==> src/rtl/prod_bcd_converter.sv <==
// -----------------------------------------------------------------------------
// prod_bcd_converter
//
// Sequential signed-binary to BCD converter that sits behind the Booth
// multiplier. A rising edge on start (the multiplier's DONE) captures the
// two's-complement product. The block then converts its magnitude with an
// iterative shift-add-3 (double-dabble) datapath, one product bit per clock.
// It publishes a sign bit plus packed BCD digits for the display driver.
//
// Ports:
//   clk        system clock, rising edge active
//   rst        asynchronous active-low reset (0 = reset)
//   start      conversion request, rising-edge triggered, accepted only in IDLE
//   prod       signed product, sampled on the accepted start edge
//   sign       1 = last converted result was negative
//   bcd        packed BCD magnitude of the last result, bits [3:0] = units
//   bcd_valid  one-cycle pulse in the cycle sign/bcd take a new value
//   busy       high from the accepted start until bcd_valid inclusive
//
// Timing (PW = 8): accept edge E0, ABS at E1, shifts at E2..E9, OUT
// publishes at E10. bcd_valid is therefore high in the cycle after E10, and
// busy drops at E11. The earliest next accepted edge is E11.
//
// DIGITS must satisfy 10^DIGITS > 2^(PW-1) so that the most negative product
// (magnitude 2^(PW-1)) fits in the scratch register.
// -----------------------------------------------------------------------------
module prod_bcd_converter #(
  parameter int PW     = 8,
  parameter int DIGITS = 3
) (
  input  logic                  clk,
  input  logic                  rst,
  input  logic                  start,
  input  logic [PW-1:0]         prod,
  output logic                  sign,
  output logic [4*DIGITS-1:0]   bcd,
  output logic                  bcd_valid,
  output logic                  busy
);

  localparam int BW = 4 * DIGITS;
  localparam int CW = $clog2(PW + 1);

  localparam logic [CW-1:0] CNT_LOAD = CW'(PW);
  localparam logic [CW-1:0] CNT_LAST = CW'(32'd1);
  localparam logic [PW-1:0] PW_ONE   = PW'(32'd1);

  typedef enum logic [1:0] {
    IDLE  = 2'd0,
    ABS   = 2'd1,
    SHIFT = 2'd2,
    OUT   = 2'd3
  } state_t;

  // ---------------------------------------------------------------------------
  // Double-dabble correction: every BCD digit that is 5 or more gets 3 added,
  // so that the following left shift carries correctly into the next digit.
  // ---------------------------------------------------------------------------
  function automatic logic [BW-1:0] dabble_adjust(input logic [BW-1:0] digits);
    logic [BW-1:0] adj;
    adj = digits;
    for (int i = 0; i < DIGITS; i++) begin
      if (digits[4*i +: 4] >= 4'd5) begin
        adj[4*i +: 4] = digits[4*i +: 4] + 4'd3;
      end else begin
        adj[4*i +: 4] = digits[4*i +: 4];
      end
    end
    return adj;
  endfunction

  // ---------------------------------------------------------------------------
  // Two's-complement magnitude as a PW-bit unsigned value. The most negative
  // product maps onto itself, and read as unsigned that is exactly 2^(PW-1).
  // ---------------------------------------------------------------------------
  function automatic logic [PW-1:0] twos_magnitude(input logic [PW-1:0] value);
    logic [PW-1:0] mag;
    if (value[PW-1]) begin
      mag = ~value + PW_ONE;
    end else begin
      mag = value;
    end
    return mag;
  endfunction

  state_t           state_r;
  logic             start_q_r;
  logic [PW-1:0]    prod_r;
  logic             neg_r;
  logic [PW-1:0]    mag_r;
  logic [BW-1:0]    scratch_r;
  logic [CW-1:0]    cnt_r;

  logic             start_edge_s;
  logic [BW-1:0]    adj_scratch_s;
  logic [BW-1:0]    next_scratch_s;
  logic [PW-1:0]    next_mag_s;
  logic [PW-1:0]    abs_mag_s;

  // Start edge detect and next-step datapath values for the shift stage.
  always_comb begin
    start_edge_s   = start & ~start_q_r;
    abs_mag_s      = twos_magnitude(prod_r);
    adj_scratch_s  = dabble_adjust(scratch_r);
    // {scratch, mag} shifted left by one: the MSB of mag moves into the units digit.
    next_scratch_s = {adj_scratch_s[BW-2:0], mag_r[PW-1]};
    next_mag_s     = {mag_r[PW-2:0], 1'b0};
  end

  // Control FSM, conversion datapath and registered outputs.
  always_ff @(posedge clk or negedge rst) begin
    if (!rst) begin
      state_r   <= IDLE;
      start_q_r <= 1'b0;
      prod_r    <= '0;
      neg_r     <= 1'b0;
      mag_r     <= '0;
      scratch_r <= '0;
      cnt_r     <= '0;
      sign      <= 1'b0;
      bcd       <= '0;
      bcd_valid <= 1'b0;
      busy      <= 1'b0;
    end else begin
      // The edge history tracks start in every state, so a level held
      // through a conversion never looks like a fresh request afterwards.
      start_q_r <= start;
      bcd_valid <= 1'b0;

      case (state_r)
        IDLE: begin
          if (start_edge_s) begin
            prod_r  <= prod;
            busy    <= 1'b1;
            state_r <= ABS;
          end else begin
            busy    <= 1'b0;
            state_r <= IDLE;
          end
        end

        ABS: begin
          neg_r     <= prod_r[PW-1];
          mag_r     <= abs_mag_s;
          scratch_r <= '0;
          cnt_r     <= CNT_LOAD;
          state_r   <= SHIFT;
        end

        SHIFT: begin
          scratch_r <= next_scratch_s;
          mag_r     <= next_mag_s;
          cnt_r     <= cnt_r - CNT_LAST;
          // The shift consuming the last magnitude bit ends the loop.
          if (cnt_r == CNT_LAST) begin
            state_r <= OUT;
          end else begin
            state_r <= SHIFT;
          end
        end

        OUT: begin
          // A zero magnitude always comes from a non-negative product, so
          // no negative zero can be published.
          sign      <= neg_r;
          bcd       <= scratch_r;
          bcd_valid <= 1'b1;
          busy      <= 1'b1;
          state_r   <= IDLE;
        end

        default: begin
          busy    <= 1'b0;
          state_r <= IDLE;
        end
      endcase
    end
  end

endmodule

==> config.mk <==
export PLATFORM = sky130hd
export DESIGN_NAME = prod_bcd_converter
export DESIGN_NICKNAME = d
export VERILOG_FILES = /design/src/rtl/prod_bcd_converter.sv
export SDC_FILE = /design/constraint.sdc
export NUM_CORES = 1
export LEC_CHECK = 0
export CAP_MARGIN = 20
export CELL_PAD_IN_SITES_DETAIL_PLACEMENT = 1
export CELL_PAD_IN_SITES_GLOBAL_PLACEMENT = 2
export CORE_MARGIN = 3
export CORE_UTILIZATION = 40
export CTS_CLUSTER_SIZE = 12
export DETAILED_ROUTE_END_ITERATION = 12
export GPL_TIMING_DRIVEN = 1
export PLACE_DENSITY_LB_ADDON = 0.1
export SETUP_SLACK_MARGIN = 0.02
export SYNTH_ARGS = -nofsm -noshare
export SYNTH_HDL_FRONTEND = slang
export SYNTH_SLANG_ARGS = --single-unit
==> constraint.sdc <==
create_clock -name clk -period 2.7 [get_ports clk]
set_input_delay 0.81 -clock clk [delete_from_list [all_inputs] [get_ports clk]]
set_output_delay 0.81 -clock clk [all_outputs]
set_load 0.01 [all_outputs]
==> flow_metrics.env <==
export IMPL_synthXorXnorAreaFrac_pct=2.82
export IMPL_synth_nets=245
export IMPL_rsz_0062_raised_after_global_routing="no"
export IMPL_leakage_nw=1.27
export IMPL_tightest_slew_ns=0.762
export IMPL_cell_area_after_synthesis_um2=2480
export IMPL_detail_route_iter0_violations=47
export IMPL_final_hold_violation_count=0
export IMPL_floorplan_io_pins=26
export IMPL_yosysWarningCount=0
export IMPL_synth_top_flop_cell="dfrtp_1"
export IMPL_cp_end_kind="flip-flop"
export IMPL_synth_fa_ha_area_share_pct=7.06
export IMPL_drt_drc_violations_left=0
export IMPL_grt_max_degree=43
export IMPL_cts_htree_levels=2
export IMPL_report_final_slew_viol_count=0
export IMPL_synth_simple_gate_area_share_pct=10.2
export IMPL_post_route_min_period_ns=2.05
export IMPL_fmaxAchievable_mhz=488
export IMPL_num_fill_cells=647
export IMPL_number_of_sinks_on_the_clock_net=51
export IMPL_setup_violations=0
export IMPL_detailedRoute_firstPassIterationCount=4
export IMPL_postSynthAreaPerCell_um2=11.3
export IMPL_synth_async_reset_ratio_pct=100
export IMPL_post_route_cells_drive_above_1_share_pct=15.7
export IMPL_vdd_drop_max_v=0.000362
export IMPL_type_of_the_worst_min_delay_path="in2async"
export IMPL_gr_usage_all_layers_pct=15.6
export IMPL_fin_skew_ns=0.0103
export IMPL_area_growth_pct=17.9
export IMPL_synth_top_family_by_area="multiplexers"
export IMPL_portion_of_the_clock_cycle_consumed_by_the_worst_path_in_the_final_layout_pct=75.8
export IMPL_first_global_vias=1917
export IMPL_clock_root_buffer="clkbuf_8"
export IMPL_syn_inst=220
export IMPL_core_rowCount=28
export IMPL_clkLatencyLatePin_ns=0.31
export IMPL_post_cts_resized=0
export IMPL_clockBufferDepth=2
export IMPL_dieHeight_um=84.8
export IMPL_initial_core_utilization_pct=41.7
export IMPL_antenna_found_initial=0
export IMPL_hpwl_mm=3.72
export IMPL_worst_slew_margin_rel_pct=49.2
export IMPL_synth_edf_count=0
export IMPL_postCtsSetupBuffers=0
export IMPL_tritoncts_buffer_count=5
export IMPL_timing_setup_critical_path_class="in2reg"
export IMPL_n_diodes=0
export IMPL_cts_tree="done"
export IMPL_drv_max_cap_violation_count=0
export IMPL_layout_cell_area_non_filler_um2=2930
export IMPL_design_core_area_um2=5960
export IMPL_synth_ff_latch_count=51
export IMPL_synth_compound_area_share_pct=10.7
export IMPL_grt_remaining_overflow=0
export IMPL_die_area_um2=7180
export IMPL_first_pass_grt_wire_length_mm=9.11
export IMPL_remaining_number_of_nets_flagged_by_the_antenna_check_after_routing=0
export IMPL_seq_area_frac_synth_pct=51.4
export IMPL_routed_via_count=1706
export IMPL_cp_data_arrival_time_ns=2.23
export IMPL_power_per_cell_area_nw_per_um2=975
export IMPL_total_power_w=0.00285
export IMPL_outcome="finished clean"
export IMPL_final_nets=272
export IMPL_finalSetupTns_ns=0
export IMPL_die_width_um=84.8
export IMPL_detail_route_wirelength_mm=5.15
export IMPL_synthMuxAreaShare_pct=12.7
export IMPL_cts_hold_bufs=0
export IMPL_timing_critical_path_from_type="input pin"
export IMPL_worst_endpoint_required_ns=2.89
export IMPL_detail_route_wl_per_cell_um=15.9
export IMPL_postPlaceCellArea_um2=2810
export IMPL_buffer_ports_inserted=25
export IMPL_synth_cell_type_count=34
export IMPL_per_cell_via_count_in_the_routed_design=5.28
export IMPL_maximum_net_fanout_on_the_critical_path=8
export IMPL_routabilityCongestion=0.717
export IMPL_clk_pin_slew_ns=0.10
-- state kept, by name, indices dropped and copies added (netlist names) --
name	count
prod_r	8
sign	1
bcd	12
mag_r	8
neg_r	1
start_q_r	1
state_r	2
cnt_r	4
scratch_r	12
bcd_valid	1
busy	1
-- per-stage QoR --
step	instances	util (%)	setup WS, ns	hold WS [ns]
2_1_floorplan	220	-	1.05	0.468
3_3_place_gp	315	47.1	0.399	0.479
3_5_place_dp	315	47.1	0.328	0.495
4_1_cts	323	49.1	0.649	0.337
5_1_grt	323	49.1	0.548	0.344
6_report	323	49.1	0.652	0.338
-- final cells by class --
type | count | area, um2 | area share [%]
flip-flops and latches | 51 | 1280 | 43.6
multi-input cells | 138 | 1080 | 36.9
repair buffers | 29 | 275 | 9.41
well taps | 75 | 93.8 | 3.21
clock buffers | 6 | 82.6 | 2.82
inverters | 22 | 82.6 | 2.82
clock inverters | 2 | 35.0 | 1.20
-- layer usage --
| metal | vias up | global-route usage [%] | share of wire (%) |
|---|---|---|---|
| li1 | 807 | - | - |
| met1 | 870 | 20.0 | 45 |
| met2 | 23 | 27.0 | 51 |
| met3 | 6 | 2.85 | 2.5 |
| met4 | 0 | 4.75 | 1.0 |
| met5 | - | 0 | 0 |
-- where the power goes --
part	leakage (nW)	switching [W]	internal [W]
clock network	0.0612	0.000254	0.000300
logic	0.548	0.000587	0.000524
registers	0.665	0.000205	0.000982
total	1.27	0.00105	0.00181
-- path summary, 6_finish.rpt --
check                           start   endpoint  slack [ns]  cells after the start
min in group clk               bcd[6]     bcd[6]        0.51                      1
max reg2reg                state_r[0]   mag_r[2]        0.87                      4
min                               rst     bcd[2]        0.34                      1
min reg2reg                    bcd[6]     bcd[6]        0.51                      1
max in group asynchronous         rst   mag_r[4]        1.55                      2
max                             start  prod_r[7]        0.65                      4
-- worst max-delay path: stages --
cell             delay (ns)
clkdlybuf4s50_1        0.47
nor2b_1                0.25
nand2_1                0.30
mux2_1                 0.40
-- cell families after synthesis --
family / count (synthesis)
buf+inv: 31
flops: 51
compound gates: 42
simple gates: 46
xor+xnor: 8
mux: 28
fa+ha+maj: 14
-- cell usage after synthesis, types with 6 or more instances --
| master | instances | area, um2 |
|---|---|---|
| o22ai_1 | 6 | 37.5 |
| o21ai_1 | 10 | 50.1 |
| ha_1 | 14 | 175 |
| xnor2_1 | 7 | 61.3 |
| o21ai_0 | 9 | 45.0 |
| dfrtp_1 | 51 | 1280 |
| inv_1 | 22 | 82.6 |
| buf_2 | 7 | 35.0 |
| nor2_1 | 6 | 22.5 |
| mux2_2 | 23 | 259 |
| nand2_1 | 11 | 41.3 |
-- cells in the final DEF, fill, tap and decap left out, types with 6 or more instances in the layout --
cell type	Yosys	routed
clkdlybuf4s50_1	0	24
clkbuf_8	0	6
o21ai_1	10	10
mux2_2	23	23
ha_1	14	14
o22ai_1	6	6
inv_1	22	22
xnor2_1	7	7
nand2_1	11	11
nor2_1	6	6
o21ai_0	9	9
dfrtp_1	51	51
(Power assumes the default switching activity.)
